<file path="src/rtl/fetch_pkg.sv">
// Shared types and constants for the instruction fetch stage.
//   fetch_state_t  : fetch FSM states
//   WORD_BYTES     : PC step between sequential instructions
//   PC_READ_OFFSET : offset of the architectural R15 read value from pc
//   ADDR_MASK      : clears the byte-offset bits of a word address
package fetch_pkg;

  typedef enum logic [1:0] {
    IDLE,
    FETCH,
    VALID,
    DRAIN
  } fetch_state_t;

  localparam logic [31:0] WORD_BYTES     = 32'd4;
  localparam logic [31:0] PC_READ_OFFSET = 32'd8;
  localparam logic [31:0] ADDR_MASK      = 32'hFFFF_FFFC;

endpackage

</file>
<file path="src/rtl/pc_reg.sv">
// Program counter register.
//   clk    : clock
//   reset  : synchronous active-low reset, loads RESET_PC
//   load   : load target (word aligned), highest priority
//   incr   : advance by one word
//   target : load value; bits [1:0] are discarded
//   pc     : current program counter
module pc_reg
  import fetch_pkg::*;
#(
  parameter logic [31:0] RESET_PC = 32'h0000_0000
) (
  input  logic        clk,
  input  logic        reset,
  input  logic        load,
  input  logic        incr,
  input  logic [31:0] target,
  output logic [31:0] pc
);

  logic [31:0] pc_q;
  logic [31:0] pc_d;

  always_comb begin
    pc_d = pc_q;
    if (load) begin
      pc_d = target & ADDR_MASK;
    end else if (incr) begin
      pc_d = pc_q + WORD_BYTES;  // modulo 2^32 wrap is intended
    end
  end

  always_ff @(posedge clk) begin
    if (!reset) begin
      pc_q <= RESET_PC;
    end else begin
      pc_q <= pc_d;
    end
  end

  assign pc = pc_q;

endmodule

</file>
<file path="src/rtl/fetch_unit.sv">
// Instruction fetch stage: owns the PC, issues word reads over a req/ready
// handshake and presents one instruction at a time over valid/ready.
//   clk, reset                  : clock, synchronous active-low reset
//   imem_req/addr               : read request and word address to memory
//   imem_ready/rdata            : memory completion and returned word
//   instr, instr_valid          : instruction to decode and its valid flag
//   instr_ready                 : decode retires the presented instruction
//   pc, pc_plus8                : address of instr and the R15 read value
//   redirect, redirect_target   : taken branch / PC write, highest priority
// All outputs come from registered state only.
module fetch_unit
  import fetch_pkg::*;
#(
  parameter logic [31:0] RESET_PC = 32'h0000_0000
) (
  input  logic        clk,
  input  logic        reset,
  output logic        imem_req,
  output logic [31:0] imem_addr,
  input  logic        imem_ready,
  input  logic [31:0] imem_rdata,
  output logic [31:0] instr,
  output logic        instr_valid,
  input  logic        instr_ready,
  output logic [31:0] pc,
  output logic [31:0] pc_plus8,
  input  logic        redirect,
  input  logic [31:0] redirect_target
);

  fetch_state_t state_q, state_d;
  logic [31:0]  pending_q, pending_d;
  logic [31:0]  instr_q, instr_d;
  logic         pc_load;
  logic         pc_incr;
  logic [31:0]  pc_target;
  logic [31:0]  pc_q;

  pc_reg #(
    .RESET_PC(RESET_PC)
  ) u_pc_reg (
    .clk   (clk),
    .reset (reset),
    .load  (pc_load),
    .incr  (pc_incr),
    .target(pc_target),
    .pc    (pc_q)
  );

  always_comb begin
    state_d   = state_q;
    pending_d = pending_q;
    instr_d   = instr_q;
    pc_load   = 1'b0;
    pc_incr   = 1'b0;
    pc_target = redirect_target;

    unique case (state_q)
      IDLE: begin
        state_d = FETCH;
        pc_load = redirect;
      end
      FETCH: begin
        if (imem_ready) begin
          if (redirect) begin
            // Returned word belongs to the old path; refetch from target.
            pc_load = 1'b1;
          end else begin
            instr_d = imem_rdata;
            state_d = VALID;
          end
        end else if (redirect) begin
          // Request stays in flight; remember where to go once it completes.
          pending_d = redirect_target & ADDR_MASK;
          state_d   = DRAIN;
        end
      end
      DRAIN: begin
        if (imem_ready) begin
          pc_load   = 1'b1;
          pc_target = redirect ? redirect_target : pending_q;
          state_d   = FETCH;
        end else if (redirect) begin
          pending_d = redirect_target & ADDR_MASK;
        end
      end
      VALID: begin
        if (redirect) begin
          pc_load = 1'b1;
          state_d = FETCH;
        end else if (instr_ready) begin
          pc_incr = 1'b1;
          state_d = FETCH;
        end
      end
      default: state_d = IDLE;
    endcase
  end

  always_ff @(posedge clk) begin
    if (!reset) begin
      state_q   <= IDLE;
      pending_q <= '0;
      instr_q   <= '0;
    end else begin
      state_q   <= state_d;
      pending_q <= pending_d;
      instr_q   <= instr_d;
    end
  end

  assign imem_req    = (state_q == FETCH) || (state_q == DRAIN);
  assign imem_addr   = pc_q;
  assign instr       = instr_q;
  assign instr_valid = (state_q == VALID);
  assign pc          = pc_q;
  assign pc_plus8    = pc_q + PC_READ_OFFSET;

endmodule

</file>
<file path="config.mk">
export PLATFORM = sky130hd
export DESIGN_NAME = fetch_unit
export DESIGN_NICKNAME = d
export VERILOG_FILES = /design/src/rtl/fetch_pkg.sv /design/src/rtl/pc_reg.sv /design/src/rtl/fetch_unit.sv
export SDC_FILE = /design/constraint.sdc
export NUM_CORES = 1
export LEC_CHECK = 0
export ABC_AREA = 1
export CAP_MARGIN = 30
export CORE_ASPECT_RATIO = 1.4
export CORE_MARGIN = 5
export CORE_UTILIZATION = 45
export CTS_CLUSTER_SIZE = 16
export DETAILED_ROUTE_END_ITERATION = 7
export GPL_TIMING_DRIVEN = 1
export PLACE_DENSITY_LB_ADDON = 0.25
export RECOVER_POWER = 25
export REMOVE_ABC_BUFFERS = 1
export SLEW_MARGIN = 0
export SYNTH_ARGS = -nofsm -noshare
export SYNTH_HDL_FRONTEND = slang
export SYNTH_SLANG_ARGS = --single-unit
</file>
<file path="constraint.sdc">
create_clock -name clk -period 3.85 [get_ports clk]
set_input_delay 0.5775 -clock clk [delete_from_list [all_inputs] [get_ports clk]]
set_output_delay 0.5775 -clock clk [all_outputs]
set_load 0.03 [all_outputs]
</file>
# [Word level (Yosys, flattened, before mapping)]
# Cells that the tools add are included.
[word_totals] reg_bits=96 latchBits=0 ram_bits=0 romBits=0 wordCells=44 memories=0
[classes] n_addsub=2 multipliers=0 n_div=0 magnitude_cmp=0 eq_ne=7 shifts=0 mux=19 n_bitwise=3 reduce_logical=8
[op_table] operator="$mux W32" count=5
[op_table] operator="$add A32 B3 Y32 const B" count=1
[op_table] operator="$add A32 B4 Y32 const B" count=1
[op_table] operator="$mux W2" count=6
[op_table] operator="$pmux W2 S4" count=1
[op_table] operator="$mux W1" count=6
[op_table] operator="$ne A3 B3 Y1 const B" count=2
[op_table] operator="$reduce_and A3 Y1" count=2
[op_table] operator="$eq A2 B2 Y1 const B" count=2
[op_table] operator="$pmux W1 S4" count=1
[op_table] operator="$reduce_and A4 Y1" count=1
[op_table] operator="$reduce_or A2 Y1" count=2
[op_table] operator="$ne A3 B1 Y1 const B" count=1
[op_table] operator="$not A1 Y1" count=3
[op_table] operator="$eq A2 B1 Y1 const B" count=1
[op_table] operator="$logic_not A2 Y1" count=1
[op_table] operator="$ne A2 B2 Y1 const B" count=1
[op_table] operator="$reduce_bool A2 Y1" count=1
[op_table] operator="$logic_or A1 B1 Y1" count=1

# [Depth between registers and ports, before layout]
# Gate-level depths: netlist of run 1.
[logic_depth] word_depth=5 depth_mapped=12 mapped_depth_nobuf=10

# [Modules after synthesis]
# Synthesis of run 1 repeated with hierarchy kept, for this count alone.
[hier_totals] hier_cells=905 area_unflattened_um2=5903.2
[modules_own_cells] mod="fetch_unit" instances=1 cells_each=580 area_each_um2=3806.2
[modules_own_cells] mod="pc_reg" instances=1 cells_each=325 area_each_um2=2097.0

# [Least setup slack after synthesis of run 1]
# Ideal clock, no wire load.
[synth_path] kind="register to output" start="reg u_pc_reg.pc_q[3] (netlist: u_pc_reg.pc[3])" end="out pc_plus8[20]" arrival_ps=1999 t_required_ps=3273 slack_ps=1274 stages_incl_launch_ff=7 n_path_buf=0 path_cell_list="dfxtp_1 > inv_1 > nor2_2 > nand2_2 > nor3_1 > nand2_1 > xor2_1"
[synth_between] elab_chain_cells=1
[synth_lines] element="from (decl)" line="pc_reg.sv:21" text="logic [31:0] pc_q;"
[synth_lines] element="from (signal assigned)" line="pc_reg.sv:37" text="pc_q <= pc_d;"
[synth_lines] element="$add A32 B4 Y32" line="fetch_unit.sv:117" text="assign pc_plus8 = pc_q + PC_READ_OFFSET;"
[synth_lines] element="to (decl)" line="fetch_unit.sv:26" text="output logic [31:0] pc_plus8,"
# No other way between the ends.

# [Worst setup path after layout of run 1]
[layout_path] start="reg u_pc_reg.pc_q[6] (netlist: u_pc_reg.pc[6])" end="out pc_plus8[20]"
# Same word-level chain as after synthesis.

==> results of run 1 <==
[worst paths after layout]
| check | slack (ns) | endpoint |
|---|---|---|
| worst max register to register | 1.22 | pending_q[10] |
| worst min-delay path | 0.45 | pending_q[22] |
| worst min register to register | 0.45 | pending_q[22] |
| worst max-delay path | 0.60 | pc_plus8[20] |
[report_power, final]
group          switching (mW)  internal (mW)  total (mW)  leakage (nW)
Combinational           0.525          0.358       0.883          2.09
Sequential             0.0843           1.04        1.13         0.771
Clock                   0.367          0.489       0.856         0.138
[routing by layer]
layer | global-route usage [%] | up-vias | routed length, um
met5 | 0 | - | 0
met4 | 11.94 | 0 | 760
met3 | 6.624 | 40 | 1683
met2 | 35.69 | 236 | 7533
met1 | 25.36 | 2478 | 6088
li1 | - | 2920 | -
[cell type report]
cell class                 instances  area, um^2  share of cell area (%)
clock inverter                     2       16.27                  0.2179
inverter                          77       297.8                   3.989
timing repair buffer             198        1966                   26.33
multi-input combinational        591        2850                   38.18
tap                              147       183.9                   2.464
sequential                        94        1882                   25.21
clock buffer                      13       270.3                   3.620
[logic make-up (layout without fill, tap and decap cells)]
| family | Yosys count | count (layout) | synth area share [%] |
|---|---|---|---|
| adder cells (fa/ha/maj) | 2 | 2 | 0.4546 |
| flip-flops | 94 | 94 | 34.19 |
| AO/OA/AOI/OAI | 192 | 192 | 17.96 |
| XOR/XNOR | 27 | 27 | 4.296 |
| other | 1 | 6 | 0.06813 |
| buffers and inverters | 154 | 290 | 14.37 |
| AND/OR/NAND/NOR | 364 | 364 | 28.67 |
[placed cells by master (no fill, tap or decap), types with 2 or more instances in the layout]
cell,instances
clkdlybuf4s50_1,159
nand2_1,137
nor2_1,129
o21ai_0,99
dfxtp_1,94
inv_1,72
a21oi_1,67
nand3_1,60
dlygate4sd3_1,30
xor2_1,26
o21ai_1,18
nor2_2,9
clkbuf_16,9
nand2_2,8
nor2_4,6
a21oi_2,6
conb_1,6
buf_4,6
nand4_1,5
nor3_1,5
clkbuf_8,3
inv_2,2
or2_2,2
ha_1,2
clkbuf_1,2
[critical path, stage by stage, from the launching register on]
cell and delay (ns):
dfxtp_1 0.49, nand2_1 0.14, nor2_1 0.19, nand2_2 0.16, nor3_1 0.37, nand2_1 0.11
xor2_1 0.14, clkdlybuf4s50_1 0.71
[through the flow]
| stage | instances | hold WS, ns | instance area (um^2) | power (mW) |
|---|---|---|---|---|
| after floorplan | 762 | 0.4239 | 5030 | 1.627 |
| after global placement | 1107 | 0.4340 | 7183 | 2.033 |
| after detailed placement | 1107 | 0.4398 | 7183 | 2.041 |
| after CTS | 1122 | 0.4494 | 7470 | 2.901 |
| after global routing | 1122 | 0.4703 | 7466 | 3.007 |
| final | 1122 | 0.4484 | 7466 | 2.864 |
==> impl_metrics.csv, run 1 <==
group,metric,value,unit
outcome,status,"finished, violations left",
outcome,violations,"capacitance limit, slew limit",
synthesis,synth_edf_count,0,
floorplanning,io-pin-count,199,
floorplanning,die_x,103.5,um
finish,largest_reg_flops,32,
setup_path,r2r_start,"state_q[0]",
timing,finClkSkew,0.007477,ns
synthesis,ys_types,34,
routing,drt_iter0_markers,333,
power,leakagePower,2.996,nW
placement,preCtsSetupSlack,0.9429,ns
timing,slew_headroom,-20.08,%
floorplanning,die_area,14570,um^2
cts,clk_pin_slew_worst_paths,0.07,ns
cts,clock_latency,0.34,ns
finish,num_antenna_cells,0,
routing,drc,0,
synthesis,synthTopCellsByCount,"nand2_1 (137), nor2_1 (129), o21ai_0 (99), dfxtp_1 (94), inv_1 (70)",
routing,wl_per_cell,14.32,um
routing,vias,5674,
setup_path,r2r_cells,6,
cts,post_cts_resized,0,
cts,ctsHtreeMaxLevel,3,
finish,final_layout_size_suffix_gt1_share,6.256,%
cts,cts_made_buffers,9,
cts,cts_hold_buf,0,
floorplanning,num_rows,47,
timing,report.final.hold_viol_count,0,
global_route,antenna_found_initial,0,
global_route,grtUsageTotal,21.98,%
setup_path,worst_setup_path_end_kind,"output port",
timing,period_needed,3.254,ns
hold_path,worst_hold_path_type,"register to register",
setup_path,path_class,"register to output port",
finish,area_growth,35.64,%
setup_path,crit_path_max_fanout,8,
synthesis,yosysMostFrequentCell,"nand2_1",
setup_path,cp-start-kind,"register",
synthesis,yosys-top-cells-area,"dfxtp_1 (34%), nand2_1 (9.3%), o21ai_0 (9.0%)",
global_route,grt_max_degree,51,
synthesis,ys_warn_count,0,
setup_path,crit_required,3.27,ns
placement,port_buffers,190,
placement,hpwl,11920,um
cts,cts.sinks,94,
global_route,grt_first_pass_wirelength,25510,um
synthesis,syn_area,5504,um^2
setup_path,crit_start,"u_pc_reg.pc[6]",
routing,ant_nets,0,
floorplanning,die_h,140.9,um
cts,cts_setup_buffers,0,
power,pwr_density_cell,383.6,nW/um^2
timing,tns,0,ns
timing,slew_viol_final,46,
timing,worst_pin_slew,1.801,ns
finish,post-route-util,62.54,%
hold_path,worst_hold_path.num_cells,2,
routing,viasPerCell,5.057,
synthesis,syn_area_per_cell,6.600,um^2
power,peakVddDrop,0.0002495,V
placement,gp_congestion,0.9479,
timing,min_period_over_period,84.52,%
setup_path,crit_arrival,2.68,ns
synthesis,synthCells,834,
routing,wirelength,16070,um
flow_run,drv_cap,1,
synthesis,synth_seq_area_share,34.19,%
timing,grt_setup_unrepaired,"false",
cts,cts-root-buf,"clkbuf_16",
finish,fin_nets,1042,
global_route,overflow,0,
floorplanning,start_util,46.11,%
synthesis,synth-seq-cells,94,
timing,setup_ws,0.5960,ns
finish,num-fill-cells,1138,
synthesis,synth_area_leader_cell,"dfxtp_1",
cts,cts_tree,"done",
global_route,grt_pass1_vias,5222,
hold_path,min_from,"pending_q[22]",
synthesis,synth_top_cell_area_share,34.19,%
synthesis,synthArstFlopShare,0,%
synthesis,synth_ff_type,"dfxtp_1",
timing,fmax,307.3,MHz
floorplanning,core,11940,um^2
timing,finalSetupViolCount,0,
cts,clock_path_buffers,2,
routing,drt_pass1_iterations,5,
(Power assumes the default switching activity.)
==> run 2, diff against run 1 <==
Settings changed: CORE_UTILIZATION 45 to 41.
Clock period 3.85 ns to 2.94 ns, I/O delays scaled along.
==> impl_metrics.csv, run 2 (synthesized netlist as in run 1, its figures left out) <==
group,metric,value,unit
placement,hpwl,12360,um
global_route,grt_pass1_vias,5273,
floorplanning,die_x,107.9,um
finish,post-route-util,57.89,%
setup_path,worst_setup_path_end_kind,"output port",
routing,drt_pass1_iterations,5,
floorplanning,core,13260,um^2
cts,cts.sinks,94,
setup_path,slowest_stage,"clkdlybuf4s50_1",
cts,cts-root-buf,"clkbuf_16",
timing,setup_ws,0.1769,ns
global_route,overflow,0,
power,pwr_density_cell,514.3,nW/um^2
timing,grt_setup_unrepaired,"false",
placement,preCtsSetupSlack,0.2639,ns
setup_path,crit_required,2.50,ns
finish,fin_cells,1170,
routing,drt_iter0_markers,221,
finish,largest_reg_flops,32,
setup_path,max_stage_delay,0.68,ns
cts,cts_made_buffers,9,
finish,mostFrequentLayoutCells,"clkdlybuf4s50_1 (169), nand2_1 (137), nor2_1 (129), o21ai_0 (99), dfxtp_1 (94)",
routing,wirelength,16200,um
cts,cts_tree,"done",
timing,min_period_over_period,93.98,%
setup_path,critPathBufInv,1,
timing,worst_pin_slew,0.9908,ns
placement,gp_congestion,0.9594,
cts,ctsHtreeMaxLevel,3,
finish,mostFrequentLayoutCell,"clkdlybuf4s50_1",
cts,clk_pin_slew_worst_paths,0.07,ns
global_route,grt_max_degree,51,
placement,port_buffers,190,
routing,wl_per_cell,13.84,um
setup_path,cp_top_family,"buffers and inverters",
finish,num-fill-cells,1327,
placement,dp_cells,1154,
power,leakagePower,3.149,nW
cts,cts_setup_buffers,0,
cts,clock_latency,0.34,ns
finish,fin_nets,1054,
floorplanning,num_rows,50,
outcome,status,"finished, final reports clean",
routing,dr.max_layer_used,"met4",
power,peakVddDrop,0.0002494,V
global_route,grt_first_pass_wirelength,25980,um
flow_run,drv_cap,0,
setup_path,path_class,"register to output port",
routing,ant_nets,0,
timing,period_needed,2.763,ns
setup_path,crit_path_max_fanout,8,
cts,clock_path_buffers,2,
timing,slew_headroom,33.87,%
timing,finalSetupViolCount,0,
floorplanning,die_h,147.1,um
routing,met2_length,7961,um
floorplanning,io-pin-count,199,
finish,final_layout_size_suffix_gt1_share,7.591,%
global_route,grtUsageTotal,20.32,%
global_route,antenna_found_initial,0,
setup_path,cp-start-kind,"register",
timing,finClkSkew,0.007745,ns
routing,wl_met3,1536,um
routing,drc,0,
setup_path,crit_chain,"ha_1 -> nand2_2 -> nor2_4 -> nand2_2 -> xnor2_1 -> clkdlybuf4s50_1",
hold_path,worst_hold_path_type,"register to register",
routing,vias,5672,
routing,wl_met1,6217,um
setup_path,crit_top_cell,"nand2_2",
setup_path,crit_arrival,2.32,ns
finish,num_antenna_cells,0,
timing,slew_viol_final,0,
timing,fmax,361.9,MHz
floorplanning,start_util,41.50,%
timing,report.final.hold_viol_count,0,
routing,viasPerCell,4.848,
finish,area_growth,39.49,%
floorplanning,die_area,15870,um^2
## run 2: power breakdown
| group | internal (mW) | leakage (nW) | switching (mW) | total (mW) |
|---|---|---|---|---|
| Combinational | 0.484 | 2.21 | 0.704 | 1.19 |
| Sequential | 1.36 | 0.771 | 0.0978 | 1.46 |
| Clock | 0.815 | 0.166 | 0.485 | 1.30 |
## run 2: cell type report
cell class                 count  area, um^2  share of cell area, %
inverter                      77       297.8                  3.879
clock buffer                  13       270.3                  3.520
sequential                    94        1882                  24.51
multi-input combinational    591        2850                  37.13
timing repair buffer         210        2085                  27.15
clock inverter                 3       65.06                 0.8475
tap                          182       227.7                  2.966
## run 2: repair_timing
item                                    in CTS  in global routing
cloned                                       0                  0
endpoints found under the setup margin      12                  7
hold buffers                                 0                  0
resized for setup                           12                  7
## run 2: path summary, 6_finish.rpt
path,startpoint,end,slack [ns],cells past startpoint
min reg2reg,pending_q[22],pending_q[22],0.45,2
max reg2reg,state_q[0],pending_q[14],0.82,6
min,pending_q[22],pending_q[22],0.45,2
max,u_pc_reg.pc[4],pc_plus8[13],0.18,6
## run 2: worst reg2reg max path, delay by kind of cell (launching register included)
| kind | cells | cell delay [ns] |
|---|---|---|
| AND/OR/NAND/NOR | 2 | 0.20 |
| flip-flops | 1 | 0.43 |
| buffers and inverters | 2 | 0.92 |
| AO/OA/AOI/OAI | 2 | 0.42 |
## run 2: per-stage QoR
step,hold WS [ns],power (mW),setup TNS [ns],area (um^2)
floorplan,0.4239,2.130,-0.02801,5030
global placement,0.4337,2.692,0,7355
detailed placement,0.4435,2.701,0,7355
CTS,0.4536,3.994,0,7675
global route,0.4751,4.143,0,7677
finish,0.4501,3.948,0,7677
## run 2: metal layers
metal	up-vias	GRT usage [%]
li1	2934	-
met3	30	6.286
met1	2488	23.21
met2	220	35.15
met4	0	7.644
met5	-	0
